===== src/rtl/fir_pkg.sv =====
// Shared constants and types for the FIR datapath.
//   DATA_WIDTH : sample/coefficient width (signed two's complement, Q16.16)
//   Q_FORMAT   : fractional bits (informational, no arithmetic depends on it)
//   NUM_REGS   : number of taps
//   ACC_WIDTH  : accumulator width the downstream mac needs for a full-precision sum
package fir_pkg;

  localparam int unsigned DATA_WIDTH = 32;
  localparam int unsigned Q_FORMAT   = 16;
  localparam int unsigned NUM_REGS   = 8;
  localparam int unsigned ACC_WIDTH  = 2 * DATA_WIDTH + $clog2(NUM_REGS);

  typedef logic signed [DATA_WIDTH-1:0] sample_t;
  typedef sample_t [0:NUM_REGS-1] tap_array_t;

  typedef enum logic {
    FILL = 1'b0,
    RUN  = 1'b1
  } loader_state_e;

  // Address width for an n-entry file; never narrower than one bit.
  function automatic int unsigned addr_width(input int unsigned n);
    return (n < 2) ? 1 : $clog2(n);
  endfunction

endpackage


===== src/rtl/fir_coef_regfile.sv =====
// Coefficient register file: one synchronous write port, full parallel read-out.
//   clk, rst_n : clock, asynchronous active-low reset (clears every entry)
//   i_wr_en    : write i_data into entry i_addr on the rising edge
//   i_addr     : entry index; indices >= NUM_REGS are dropped
//   i_data     : value to write
//   o_coefs    : all entries, [0] is coefficient 0
module fir_coef_regfile #(
  parameter int unsigned DATA_WIDTH = 32,
  parameter int unsigned NUM_REGS   = 8,
  parameter int unsigned ADDR_W     = 3
) (
  input  logic                                 clk,
  input  logic                                 rst_n,
  input  logic                                 i_wr_en,
  input  logic [ADDR_W-1:0]                    i_addr,
  input  logic [DATA_WIDTH-1:0]                i_data,
  output logic [NUM_REGS-1:0][DATA_WIDTH-1:0]  o_coefs
);

  logic [NUM_REGS-1:0][DATA_WIDTH-1:0] r_coefs;
  logic [31:0]                         w_addr_ext;

  assign w_addr_ext = 32'(i_addr);

  // Per-entry address match: an out-of-range index simply matches nothing.
  always_ff @(posedge clk or negedge rst_n) begin
    if (!rst_n) begin
      r_coefs <= '0;
    end else if (i_wr_en) begin
      for (int i = 0; i < int'(NUM_REGS); i++) begin
        if (w_addr_ext == 32'(i)) begin
          r_coefs[i] <= i_data;
        end
      end
    end
  end

  assign o_coefs = r_coefs;

endmodule


===== src/rtl/fir_tap_loader.sv =====
// FIR input stage: accepts Q16.16 samples over valid/ready, shifts them into a
// NUM_REGS-deep tap delay line and hosts the coefficient register file.
//   clk, rst_n   : clock, asynchronous active-low reset
//   sampleIn     : new sample;  sampleValid / sampleReady handshake
//   coefWrEn     : write coefData into coefs[coefAddr] (stalls samples that cycle)
//   flush        : clear tap history and restart the fill (coefficients kept)
//   pDataOut     : taps, [0] newest .. [NUM_REGS-1] oldest
//   coefsOut     : coefficient register file, straight to the mac
//   tapsValid    : one-cycle pulse, taps freshly updated and usable
//   primed       : NUM_REGS samples accepted since reset/flush
module fir_tap_loader #(
  parameter int unsigned DATA_WIDTH = fir_pkg::DATA_WIDTH,
  parameter int unsigned Q_FORMAT   = fir_pkg::Q_FORMAT,
  parameter int unsigned NUM_REGS   = fir_pkg::NUM_REGS,
  parameter bit          ZERO_PAD   = 1'b0,
  localparam int unsigned ADDR_W    = fir_pkg::addr_width(NUM_REGS)
) (
  input  logic                                 clk,
  input  logic                                 rst_n,
  input  logic [DATA_WIDTH-1:0]                sampleIn,
  input  logic                                 sampleValid,
  output logic                                 sampleReady,
  input  logic                                 coefWrEn,
  input  logic [ADDR_W-1:0]                    coefAddr,
  input  logic [DATA_WIDTH-1:0]                coefData,
  input  logic                                 flush,
  output logic [NUM_REGS-1:0][DATA_WIDTH-1:0]  pDataOut,
  output logic [NUM_REGS-1:0][DATA_WIDTH-1:0]  coefsOut,
  output logic                                 tapsValid,
  output logic                                 primed
);

  import fir_pkg::*;

  localparam int unsigned CNT_W = $clog2(NUM_REGS + 1);
  localparam logic [CNT_W-1:0] FULL_CNT = CNT_W'(NUM_REGS);

  // Elaboration-time sanity checks on the parameter set.
  if (NUM_REGS < 2) begin : g_bad_num_regs
    $error("fir_tap_loader: NUM_REGS must be at least 2");
  end
  if (Q_FORMAT >= DATA_WIDTH) begin : g_bad_q_format
    $error("fir_tap_loader: Q_FORMAT must leave at least one integer bit");
  end

  logic [NUM_REGS-1:0][DATA_WIDTH-1:0] r_taps;
  logic [NUM_REGS-1:0][DATA_WIDTH-1:0] w_taps_next;
  logic [CNT_W-1:0]                    r_count;
  logic [CNT_W-1:0]                    w_count_next;
  loader_state_e                       r_state;
  loader_state_e                       w_state_next;
  logic                                r_taps_valid;
  logic                                w_taps_valid_next;
  logic                                r_primed;
  logic                                w_primed_next;
  logic                                w_accept;

  // Coefficient writes and flushes own the cycle, so samples stall instead of
  // racing them. Held low during reset so nothing upstream sees a phantom slot.
  assign sampleReady = rst_n && !coefWrEn && !flush;
  assign w_accept    = sampleValid && sampleReady;

  always_comb begin
    w_taps_next       = r_taps;
    w_count_next      = r_count;
    w_state_next      = r_state;
    w_primed_next     = r_primed;
    w_taps_valid_next = 1'b0;

    if (flush) begin
      w_taps_next   = '0;
      w_count_next  = '0;
      w_state_next  = FILL;
      w_primed_next = 1'b0;
    end else if (w_accept) begin
      w_taps_next[0] = sampleIn;
      for (int i = 1; i < int'(NUM_REGS); i++) begin
        w_taps_next[i] = r_taps[i-1];
      end

      // Count only while filling; once in RUN it stays pinned at NUM_REGS.
      if (r_state == FILL) begin
        w_count_next = r_count + 1'b1;
        if (w_count_next == FULL_CNT) begin
          w_state_next  = RUN;
          w_primed_next = 1'b1;
        end
      end

      w_taps_valid_next = ZERO_PAD || (w_state_next == RUN);
    end
  end

  always_ff @(posedge clk or negedge rst_n) begin
    if (!rst_n) begin
      r_taps       <= '0;
      r_count      <= '0;
      r_state      <= FILL;
      r_taps_valid <= 1'b0;
      r_primed     <= 1'b0;
    end else begin
      r_taps       <= w_taps_next;
      r_count      <= w_count_next;
      r_state      <= w_state_next;
      r_taps_valid <= w_taps_valid_next;
      r_primed     <= w_primed_next;
    end
  end

  fir_coef_regfile #(
    .DATA_WIDTH (DATA_WIDTH),
    .NUM_REGS   (NUM_REGS),
    .ADDR_W     (ADDR_W)
  ) u_coef_regfile (
    .clk     (clk),
    .rst_n   (rst_n),
    .i_wr_en (coefWrEn),
    .i_addr  (coefAddr),
    .i_data  (coefData),
    .o_coefs (coefsOut)
  );

  assign pDataOut  = r_taps;
  assign tapsValid = r_taps_valid;
  assign primed    = r_primed;

endmodule

===== config.mk =====
export PLATFORM = sky130hd
export DESIGN_NAME = fir_tap_loader
export DESIGN_NICKNAME = d
export VERILOG_FILES = /design/src/rtl/fir_pkg.sv /design/src/rtl/fir_coef_regfile.sv /design/src/rtl/fir_tap_loader.sv
export SDC_FILE = /design/constraint.sdc
export NUM_CORES = 1
export LEC_CHECK = 0
export ABC_CLOCK_PERIOD_IN_PS = 1070
export BUFFER_PORTS_ARGS = -buffer_cell sky130_fd_sc_hd__buf_2
export CAP_MARGIN = 20
export CORE_AREA = 2 2 225 227
export CTS_CLUSTER_SIZE = 16
export DETAILED_ROUTE_END_ITERATION = 8
export DIE_AREA = 0 0 227 229
export PLACE_DENSITY = 0.69
export SLEW_MARGIN = 10
export SYNTH_ARGS = -nofsm -noshare
export SYNTH_HDL_FRONTEND = slang
export SYNTH_SLANG_ARGS = --single-unit

===== constraint.sdc =====
create_clock -name clk -period 1.07 [get_ports clk]
set_clock_uncertainty 0.1 [all_clocks]
set_input_delay 0.0535 -clock clk [delete_from_list [all_inputs] [get_ports clk]]
set_output_delay 0.0535 -clock clk [all_outputs]
set_load 0.05 [all_outputs]

==> results by group <==
Outcome
  – Status: finished with violations
  – Failing checks: negative hold slack, negative setup slack

Setup path
  – Worst-path cell with the longest stage delay: dfrtp_2
  – Kind of critical path: reg2out
  – Worst setup EP type: primary output
  – Delay-heaviest family, CP: flip-flops
  – Slowest stage delay, CP: 0.47 ns
  – Worst Setup SP: pDataOut[149]
  – Startpoint types: flip-flop
  – CP cell instances: buf_6
  – Worst EP arrival: 1.23 ns
  – Critical Path RT: 0.92 ns
  – Crit path max fanout: 2
  – WP buf/inv: 1
  – Reg2reg start: r_count[1]

Routing
  – Via Count: 17.9k
  – Antenna Nets Post-Route: 0
  – First drt pass iteration count: 8
  – Routed WL: 76500 um
  – DR WL/cell: 22.3 um
  – DRT iter0 DRCs: 1438
  – Drc violations: 0
  – Vias per inst: 5.23

Die
  – DIE HEIGHT: 229 um
  – Core area: 49700 sq um
  – Cell Rows: 82
  – Die Area: 52000 sq um
  – Initial core utilization: 41.4%
  – Die Wd: 227 um
  – I/O pin count: 587

Power
  – Internal power: 39400 uW
  – Peak VDD IR: 1.81 mV
  – Clock power frac: 30.2%
  – Switching power total: 21000 uW
  – Reg power frac: 39.2%
  – Lkg Pwr: 0.0157 uW
  – Logic gate share of total power: 30.6%
  – Switching Fraction: 34.8%
  – Pwr dens: 1820 nW/um^2

Synthesis
  – Post-synthesis async set-or-reset flop share: 100%
  – Synthesized netlist cell count: 1689
  – Yosys warns: 0
  – Yosys reg bits: 519
  – Post-synthesis instance area: 20600 sq um
  – Primary FF master, synth: dfrtp_1
  – Syn_nets: 1762
  – Post-synth EDFFs: 0
  – Sequential area share after synthesis: 63.2%
  – Syn avg cell area: 12.2 sq um
  – Yosys cell types: 32

Finish
  – Final Core Density: 66.7%
  – Synthesis-to-layout area growth: 61.1%
  – Layout Cells excl Fill: 3427
  – Final nets: 2790
  – Layout cells sized above 1: 49.7%

Clock network
  – H-tree levels: 2
  – Sink Count: 519
  – TritonCTS buffer count: 53
  – Skew-Pair Late Insertion Delay: 0.59 ns
  – Clk buf depth: 3
  – CTS tree: built
  – Clk Tree Root Cell: clkbuf_16
  – Reg clk slew, reported paths: 0.06 ns

Timing
  – Final Hold Violating Endpoints: 280
  – Final setup viols: 547
  – Final setup margin: -0.314 ns
  – Max-slew headroom: 65.9%
  – Worst-Margin Slew: 0.512 ns
  – Highest clock rate: 723 MHz
  – Tcrit/Tclk final: 129%
  – Slew Viols, Final: 0
  – Fin crit period: 1.38 ns
  – Worst hold slack: -0.725 ns
  – Unrepaired setup endpoints after global routing: true

GRT
  – M2 GR Usage: 44.2%
  – Global routing usage on met1: 33.9%
  – Global-route wire length before repair: 109000 um
  – Total gr overflow: 0
  – Largest net degree at the start of global routing: 138
  – Number of global-route vias before repair: 18.3k
  – Grt peak-use layer: met2
  – Met3 Use GR: 5.50%
  – GR Util All Layers: 27.4%
  – Initial antenna violation count: 1

Place
  – Final HPWL DP: 40900 um
  – GPL Wtd Cong: 0.878
  – Post-Place Cells: 2900
  – Port Buf Inserts: 586
  – Setup slack at placement: -0.582 ns

Worst hold path
  – Worst hold path class: in2async

Job
  – Max cap viols: 0
metrics by stage:
stage	cell area, sq um	total power, uW	setup TNS [ns]
final	33100	60300	-121.61
after floorplan	20800	33400	-114.08
after global routing	33100	62100	-141.38
after detailed placement	24600	37600	-249.97
after global placement	24600	37300	-234.90
after CTS	32100	59300	-174.25
state kept, by name, summed over array words and instances (netlist names):
| signal | count |
|---|---|
| primed | 1 |
| tapsValid | 1 |
| r_state | 1 |
| r_count | 4 |
| pDataOut | 256 |
| u_coef_regfile.o_coefs | 256 |
worst paths after layout:
| path | slack, ns | cells after the start | end |
|---|---|---|---|
| max | -0.31 | 1 | pDataOut[149] |
| min | -0.73 | 2 | pDataOut[127] |
| max reg2reg | -0.24 | 3 | tapsValid |
| min reg2reg | 0.41 | 1 | u_coef_regfile.o_coefs[6] |
| max in group asynchronous | 0.44 | 4 | pDataOut[228] |
| min in group clk | -0.02 | 4 | r_state |
cells in the final DEF (no fill, tap or decap), drive strengths merged, types with 3 or more instances in the layout:
| cell | instances |
|---|---|
| buf | 1016 |
| dfrtp | 519 |
| nand2 | 259 |
| mux2 | 257 |
| nand2b | 256 |
| o21ai | 255 |
| clkbuf | 83 |
| dlygate4sd3 | 66 |
| clkinv | 8 |
| a21oi | 4 |
| nor3b | 3 |
| nand4b | 3 |
cells by family after synthesis:
group | after synthesis | synth area share (%)
AND/OR/NAND/NOR | 530 | 13.1
flip-flops | 519 | 63.2
AO/OA/AOI/OAI | 265 | 6.54
multiplexers | 257 | 14.1
buffers and inverters | 115 | 2.90
XOR/XNOR | 2 | 0.0852
adder cells (fa/ha/maj) | 1 | 0.0609
power by group through the flow:
stage	logic, uW	clock network [uW]	registers, uW
3_3_place_gp	14100	0	23200
5_1_grt	19000	19300	23800
3_5_place_dp	14300	0	23300
2_1_floorplan	2460	0	31000
4_1_cts	17600	18300	23500
6_report	18500	18200	23700
synthesized netlist by cell type, types with 3 or more instances:
cell type,instances,share of area [%]
a21oi_1,4,0.097
nand2b_1,256,7.8
buf_6,12,0.66
o21ai_0,233,5.7
o21ai_1,22,0.54
mux2_1,20,1.1
nand4b_1,3,0.13
buf_2,44,1.1
clkbuf_1,54,0.99
mux2_2,237,13
nand2_1,259,4.7
dfrtp_1,519,63
layout make-up:
| type | count | area, sq um |
|---|---|---|
| diodes | 1 | 2.50 |
| clock buffers | 80 | 1550 |
| clock inverters | 12 | 115 |
| fillers | 3250 | 16600 |
| inverters | 2 | 7.51 |
| multi-input cells | 1055 | 7100 |
| flip-flops and latches | 519 | 13000 |
| well taps | 672 | 841 |
| repair buffers | 1086 | 10500 |
layer usage:
metal	routed length [um]	up-vias
met2	36700	923
met3	5420	335
li1	-	7685
met1	28700	8971
met4	5650	0
met5	0	-
repair_timing:
item / in CTS / in global routing
hold buffers: 67 / 1
gates cloned: 0 / 5
hold endpoints to repair: 558 / 130
gates resized for setup: 1047 / 33
setup endpoints to repair: 520 / 805
setup buffers: 258 / 110
pin swaps: 1 / 2
No activity file was read; power rests on OpenSTA's default activity.
